`src/rtl/down_counter_timer_if.sv`:
```
// down_counter_timer_if
// Groups the control inputs and status outputs of the down-counter timer.
//   load        : load request, captures load_val as the new start value
//   load_val    : start value (WIDTH bits)
//   en          : count enable, one decrement per cycle while high
//   auto_reload : restart from the stored start value after terminal count
//   q           : current count (registered)
//   tc          : one-cycle terminal-count pulse (registered)
//   busy        : high while counting or in the expired cycle (registered)
// master drives the controls; slave is the timer itself.
interface down_counter_timer_if #(
  parameter int WIDTH = 4
);
  logic             load;
  logic [WIDTH-1:0] load_val;
  logic             en;
  logic             auto_reload;
  logic [WIDTH-1:0] q;
  logic             tc;
  logic             busy;

  modport master (
    output load, load_val, en, auto_reload,
    input  q, tc, busy
  );

  modport slave (
    input  load, load_val, en, auto_reload,
    output q, tc, busy
  );
endinterface

```
`src/rtl/down_counter_timer.sv`:
```
// down_counter_timer
// Synchronous programmable down-counter used as a period/timeout generator.
// Loads a start value, counts down to zero while enabled and raises tc for
// exactly one cycle when q reaches zero. With auto_reload set it restarts
// from the last loaded value after that cycle.
// Ports:
//   clk   : single rising-edge clock
//   reset : synchronous active-high reset, dominates every other input
//   bus   : down_counter_timer_if slave (load, load_val, en, auto_reload,
//           q, tc, busy)
module down_counter_timer #(
  parameter int WIDTH = 4
) (
  input  logic                 clk,
  input  logic                 reset,
  down_counter_timer_if.slave  bus
);

  typedef enum logic [1:0] {
    IDLE    = 2'd0,
    RUN     = 2'd1,
    EXPIRED = 2'd2
  } state_t;

  state_t           state, state_next;
  logic [WIDTH-1:0] q_reg, q_next;
  logic [WIDTH-1:0] reload_reg, reload_next;
  logic             tc_reg, tc_next;
  logic             busy_reg, busy_next;

  // All outputs come straight from flops so there is no input-to-output
  // combinational path.
  assign bus.q    = q_reg;
  assign bus.tc   = tc_reg;
  assign bus.busy = busy_reg;

  // State and datapath registers; reset wins over load and enable.
  always_ff @(posedge clk) begin
    if (reset) begin
      state      <= IDLE;
      q_reg      <= '0;
      reload_reg <= '0;
      tc_reg     <= 1'b0;
      busy_reg   <= 1'b0;
    end else begin
      state      <= state_next;
      q_reg      <= q_next;
      reload_reg <= reload_next;
      tc_reg     <= tc_next;
      busy_reg   <= busy_next;
    end
  end

  // Next-state and next-output logic. load beats en in every state,
  // including EXPIRED where it also beats the automatic reload.
  always_comb begin
    state_next  = state;
    q_next      = q_reg;
    reload_next = reload_reg;
    tc_next     = 1'b0;
    busy_next   = busy_reg;

    if (bus.load) begin
      reload_next = bus.load_val;
      q_next      = bus.load_val;
      // A zero start value never enters RUN, so it can never produce tc.
      if (bus.load_val != '0) begin
        state_next = RUN;
        busy_next  = 1'b1;
      end else begin
        state_next = IDLE;
        busy_next  = 1'b0;
      end
    end else begin
      unique case (state)
        IDLE: begin
          busy_next = 1'b0;
        end
        RUN: begin
          busy_next = 1'b1;
          if (bus.en) begin
            // q is never zero in RUN; the <=1 test still keeps a stray
            // zero from wrapping to all-ones.
            if (q_reg > WIDTH'(1)) begin
              q_next = q_reg - WIDTH'(1);
            end else begin
              q_next     = '0;
              tc_next    = 1'b1;
              state_next = EXPIRED;
            end
          end
        end
        EXPIRED: begin
          // auto_reload only matters here, on the cycle after terminal count.
          if (bus.auto_reload) begin
            q_next     = reload_reg;
            state_next = RUN;
            busy_next  = 1'b1;
          end else begin
            q_next     = '0;
            state_next = IDLE;
            busy_next  = 1'b0;
          end
        end
        default: begin
          q_next     = '0;
          state_next = IDLE;
          busy_next  = 1'b0;
        end
      endcase
    end
  end

endmodule

```
`src/flat_wrapper.sv`:
```
// flat-port wrapper written by rule: the top's interface ports become plain ports
module down_counter_timer_flat 
#(
  parameter int WIDTH = 4
)
  (clk, reset, bus_load, bus_load_val, bus_en, bus_auto_reload, bus_q, bus_tc, bus_busy);
  down_counter_timer_if #(.WIDTH(WIDTH)) bus_i ();
  input  logic clk;
  input  logic reset;
  input wire logic [$bits(bus_i.load)-1:0] bus_load;
  input wire logic [$bits(bus_i.load_val)-1:0] bus_load_val;
  input wire logic [$bits(bus_i.en)-1:0] bus_en;
  input wire logic [$bits(bus_i.auto_reload)-1:0] bus_auto_reload;
  output wire logic [$bits(bus_i.q)-1:0] bus_q;
  output wire logic [$bits(bus_i.tc)-1:0] bus_tc;
  output wire logic [$bits(bus_i.busy)-1:0] bus_busy;
  assign bus_i.load = bus_load;
  assign bus_i.load_val = bus_load_val;
  assign bus_i.en = bus_en;
  assign bus_i.auto_reload = bus_auto_reload;
  assign bus_q = bus_i.q;
  assign bus_tc = bus_i.tc;
  assign bus_busy = bus_i.busy;
  down_counter_timer #(.WIDTH(WIDTH)) u_core (.clk(clk), .reset(reset), .bus(bus_i));
endmodule
```
`config.mk`:
```
export PLATFORM = sky130hd
export DESIGN_NAME = down_counter_timer_flat
export DESIGN_NICKNAME = d
export VERILOG_FILES = /design/src/rtl/down_counter_timer_if.sv /design/src/rtl/down_counter_timer.sv /design/src/flat_wrapper.sv
export SDC_FILE = /design/constraint.sdc
export NUM_CORES = 1
export LEC_CHECK = 0
export ABC_AREA = 1
export CORE_UTILIZATION = 42
export CTS_CLUSTER_DIAMETER = 150
export DETAILED_ROUTE_END_ITERATION = 16
export PLACE_DENSITY = 0.68
export SYNTH_ARGS = -nofsm -noshare
export SYNTH_HDL_FRONTEND = slang
export SYNTH_SLANG_ARGS = --single-unit
```
`constraint.sdc`:
```
create_clock -name clk -period 2.9 [get_ports clk]
set_input_delay 0.29 -clock clk [delete_from_list [all_inputs] [get_ports clk]]
set_output_delay 0.29 -clock clk [all_outputs]
set_load 0.005 [all_outputs]
```
## Yosys cells after proc, flatten, opt, wreduce, memory -nomap -nowiden

Index checks and enable logic that the tools add are counted.

- Flip-flop bits (word level): 12
- Output and inout port bits: 6
- Word-level logic and storage cells: 35
- Input port bits: 9

- Eq/ne operators: 5
- Order comparisons: 1
- Reductions and logical operators: 5
- Muxes and demuxes: 16
- $add $sub $neg: 1
- Bitwise logic cells: 2

Operators with widths:

| operator | count |
|---|---|
| two-way mux 4 bit | 4 |
| case mux 4 bit (3 select lines) | 1 |
| two-way mux 1 bit | 6 |
| two-way mux 2 bit | 3 |
| inequality test 3 bit (second input constant) | 2 |
| case mux 2 bit (3 select lines) | 1 |
| > comparator 4 x 1 -> 1 bit (second input constant) | 1 |
| nonzero test 4 bit | 1 |
| OR reduction 4 bit | 1 |
| subtractor 4 x 1 -> 4 bit (second input constant) | 1 |
| AND reduction 3 bit | 1 |
| == test 2 x 1 -> 1 bit (second input constant) | 1 |
| == test 2 bit (second input constant) | 1 |
| logical NOT 2 bit | 1 |
| inequality test 2 bit (second input constant) | 1 |
| NOT 1 bit | 2 |
| case mux 1 bit (2 select lines) | 1 |
| AND reduction 2 bit | 1 |

## Logic depth before layout (Yosys ltp)

- Depth in word-level cells: 5
- Depth in mapped cells: 11
- Gate-level depth less buffers: 11

## Worst setup path after synthesis

No wires, ideal clock.

- Path kind: register to register
- Start: register u_core.q_reg[0], in the netlist u_core.bus.q[0]
- End: register u_core.q_reg[3], in the netlist u_core.bus.q[3]
- Stages on the path, launching flop included: 12
- Data arrival time: 1.184 ns
- Clock period less this slack: 1.251 ns
- Slack: 1.649 ns
- Buffers on the path: 0
- Data required time: 2.833 ns
- Library setup time: 0.067 ns
- Cells stage by stage: dfxtp_1 -> inv_1 -> ha_1 -> inv_1 -> nand2_1 -> nand2_1 -> nand2_1 -> inv_1 -> nand2_1 -> nand2_1 -> nand2_1 -> a21oi_2

- Longest elaborated chain between the ends: 5
- Elaborated cells on any way between the ends: 6
- Those cells by class: add/sub (1); order compare (1); mux (4)

RTL lines:

| what | RTL line | source |
|---|---|---|
| start, declared | down_counter_timer.sv:26 | `logic [WIDTH-1:0] q_reg, q_next;` |
| start signal, assigned | down_counter_timer.sv:47 | `q_reg <= q_next;` |
| subtractor 4 x 1 -> 4 bit or > comparator 4 x 1 -> 1 bit (tied branches) | down_counter_timer.sv:85, down_counter_timer.sv:84 |  |
| two-way mux 4 bit (*) | down_counter_timer.sv:84 | `if (q_reg > WIDTH'(1)) begin` |
| two-way mux 4 bit (*) | down_counter_timer.sv:81 | `if (bus.en) begin` |
| case mux 4 bit (3 select lines) (*) | down_counter_timer.sv:75 | `unique case (state)` |
| two-way mux 4 bit (*) | down_counter_timer.sv:63 | `if (bus.load) begin` |

Mark *: on every way between the ends. The rest lies on a longest branch, timed or not. The select of a mux whose other input is x is not followed.
A chain may end at the register's enable or synchronous reset.

## Worst setup path in the final report

- Start: register u_core.q_reg[2], in the netlist u_core.bus.q[2]
- End: output port bus_q[2]

RTL lines:

| what | RTL line | source |
|---|---|---|
| end, declared | flat_wrapper.sv:14 | `output wire logic [$bits(bus_i.q)-1:0] bus_q;` |

No word-level cell between the ends.

==> impl_results.md <==
* Pwr dens at between 400 and 500 nW/um^2
* Ranking of synthesized cells by area: dfxtp_1, nand2_1, ha_1, a21oi_1, inv_1
* DRT iter0 DRCs at 16
* Rel. slew slack at between 70% and 80%
* Hold Path Class: reg -> reg
* Placer Congestion at roughly 0.77
* # DRC at 0
* Setup TNS at 0 ns
* Peak supply drop at 0.000241 V
* WHS at 0.465 ns
* Final WL at 1440 um
* Worst Path Required at 2.61 ns
* Total number of vias at 659
* Status: complete, no violations
* CP Cell Sequence: clkdlybuf4s50_1
* Number of synthesized flops with an enable pin at 0
* First-pass GRT wire length at about 2600 um
* Top cell type's share of synthesized area at 34.2%
* Syn nets at approximately 120
* Worst-path clk slew at about 0.070 ns
* Core Area at around 1500 um^2
* Postcts setup bufs at 0
* Synth area leader: dfxtp_1
* Synth Register Bits at 12
* Ys async rst share at 0%
* I/O pin total at 15
* Clock H-tree levels at 1
* Fill cells at 144
* Clock buffer count from CTS at 3
* Crit path launch type: flop
* Die width at 42.9 um
* Clock Latency Late Sink at between 0.2 and 0.3 ns
* Period utilization at a little over half
* Buf+Inv Stages, Crit Path at 1
* Crit-path slowest cell: clkdlybuf4s50_1
* Max stage delay on crit path at 0.53 ns
* Final setup fails at 0
* Leak at 0.395 nW
* Post-CTS sizing at 0
* Seq/Total Area, Yosys at approximately a third
* Slew Viols, Final at 0
* Via/cell ratio at ~5.0
* Die H at 42.9 um
* Worst setup EP type: output pin
* Util after Layout at 56.8%
* Total congestion overflow at 0
* Final min period at 1.52 ns
* Most frequent cell after synthesis: nand2_1
* HPWL after DPL at about 1200 um
* Crit path kind: reg -> out
* Distinct cells, synth at 22
* DR pass1 iterations at 4
* Ys Warns at 0
* Worst-margin pin slew at roughly 0.40 ns
* Cell family with most CP delay: buffers and inverters
* N_diodes at 0
* WL per Instance at ~11 um
* Worst Path Max Fanout at 5
* Syn_area_per_cell at 7.02 um^2
* Number of nets with antenna violations after routing at 0
* Max Root-Sink Buffers at 2
* Initial antenna violation count at 0
* Unrepaired setup endpoints after global routing: no
* Peak Freq at around 660 MHz
* Cell Rows at 14
* Crit path DAT at around 1.2 ns
* Area of the die at 1840 um^2
* Mapped cell area at 702 um^2
* Post-Synthesis Cells at 100
* Maxcap violations at 0
* Hold-fix buffers, CTS at 0
* Layout cell share with drive strength beyond 1 at 9.57%
* CTS Sinks at 12
* IO Port Bufs at 14
* Synth Flop Type: dfxtp_1
* Layout Nets at ~130
* Hold Violations, Final at 0
* Fin Clk Skew at about 0.0053 ns
* Initial cell density of the core at between 40% and 50%
* CTS tree: done
* Tot GR Track Use at 19.3%
* Vias in the first global route at 620
* Largest net degree at the start of global routing at 11
* Layout Area Growth over Synthesis at 24.8%
* Synth top cells by count: nand2_1, dfxtp_1, inv_1
* Clk root buf: clkbuf_4
[cell type report]
| class | instances | area, um^2 | area share, % |
|---|---|---|---|
| multi-input combinational | 72 | 398 | 45.4 |
| sequential | 12 | 240 | 27.4 |
| clock buffer | 3 | 22.5 | 2.57 |
| inverter | 14 | 55.1 | 6.29 |
| tap | 16 | 20.0 | 2.29 |
| timing repair buffer | 14 | 140 | 16.0 |
[path summary, 6_finish.rpt]
| check | from | to | slack, ns | cells past startpoint |
|---|---|---|---|---|
| worst max register to register | u_core.bus.q[0] | u_core.bus.q[3] | 1.47 | 11 |
| worst min register to register | u_core.reload_reg[0] | u_core.reload_reg[0] | 0.47 | 2 |
| worst min-delay path | u_core.reload_reg[0] | u_core.reload_reg[0] | 0.47 | 2 |
| worst max-delay path | u_core.bus.q[2] | bus_q[2] | 1.38 | 1 |
[through the flow]
| stage | cells | setup slack, ns | instance area, um^2 | total power [mW] |
|---|---|---|---|---|
| detailed placement | 128 | 1.34 | 853 | 0.298 |
| global route | 131 | 1.31 | 876 | 0.424 |
| CTS | 131 | 1.38 | 876 | 0.398 |
| global placement | 128 | 1.37 | 853 | 0.296 |
| floorplan | 100 | 1.65 | 702 | 0.261 |
| finish | 131 | 1.38 | 876 | 0.397 |
[power by group]
part	switching (mW)	total [mW]	internal, mW
clock	0.0554	0.104	0.0482
combinational	0.0593	0.109	0.0499
sequential	0.00802	0.184	0.176
[metal layers]
layer | global-route usage (%) | vias to the layer above | share of wire [%]
met4 | 9.38 | 0 | 1.3
met5 | 0 | - | 0
met1 | 24.9 | 296 | 50
met3 | 6.38 | 4 | 3.7
met2 | 28.5 | 11 | 45
li1 | - | 348 | -
[layout by cell type (no fill, tap or decap)]
master and count:
a21oi_1 10, a21oi_2 1, clkbuf_4 3, clkdlybuf4s50_1 14, dfxtp_1 12, ha_1 6, inv_1 12, inv_2 1
inv_4 1, nand2_1 26, nand2_2 1, nand2_4 1, nand3_1 3, nand4_1 1, nor2_1 10, nor2_2 1
o21ai_0 4, o21ai_1 4, o21ai_2 1, o21bai_1 1, o21bai_4 1, xnor2_1 1
[kinds of logic after synthesis]
logic type               count (synthesis)  share of synthesized area (%)
adder cells (fa/ha/maj)                  6                           10.7
buffers and inverters                   16                           9.09
XOR/XNOR                                 1                           1.25
AO/OA/AOI/OAI                           22                           19.1
AND/OR/NAND/NOR                         43                           25.7
flip-flops                              12                           34.2
[worst reg2reg max path, stage by stage, from the launching register on]
cell	delay [ns]
dfxtp_1	0.38
inv_1	0.11
ha_1	0.24
inv_1	0.06
nand2_1	0.05
nand2_1	0.10
nand2_1	0.11
inv_1	0.07
nand2_1	0.05
nand2_1	0.05
nand2_1	0.06
a21oi_2	0.10
Note: power is estimated with default switching activity, not from simulation.
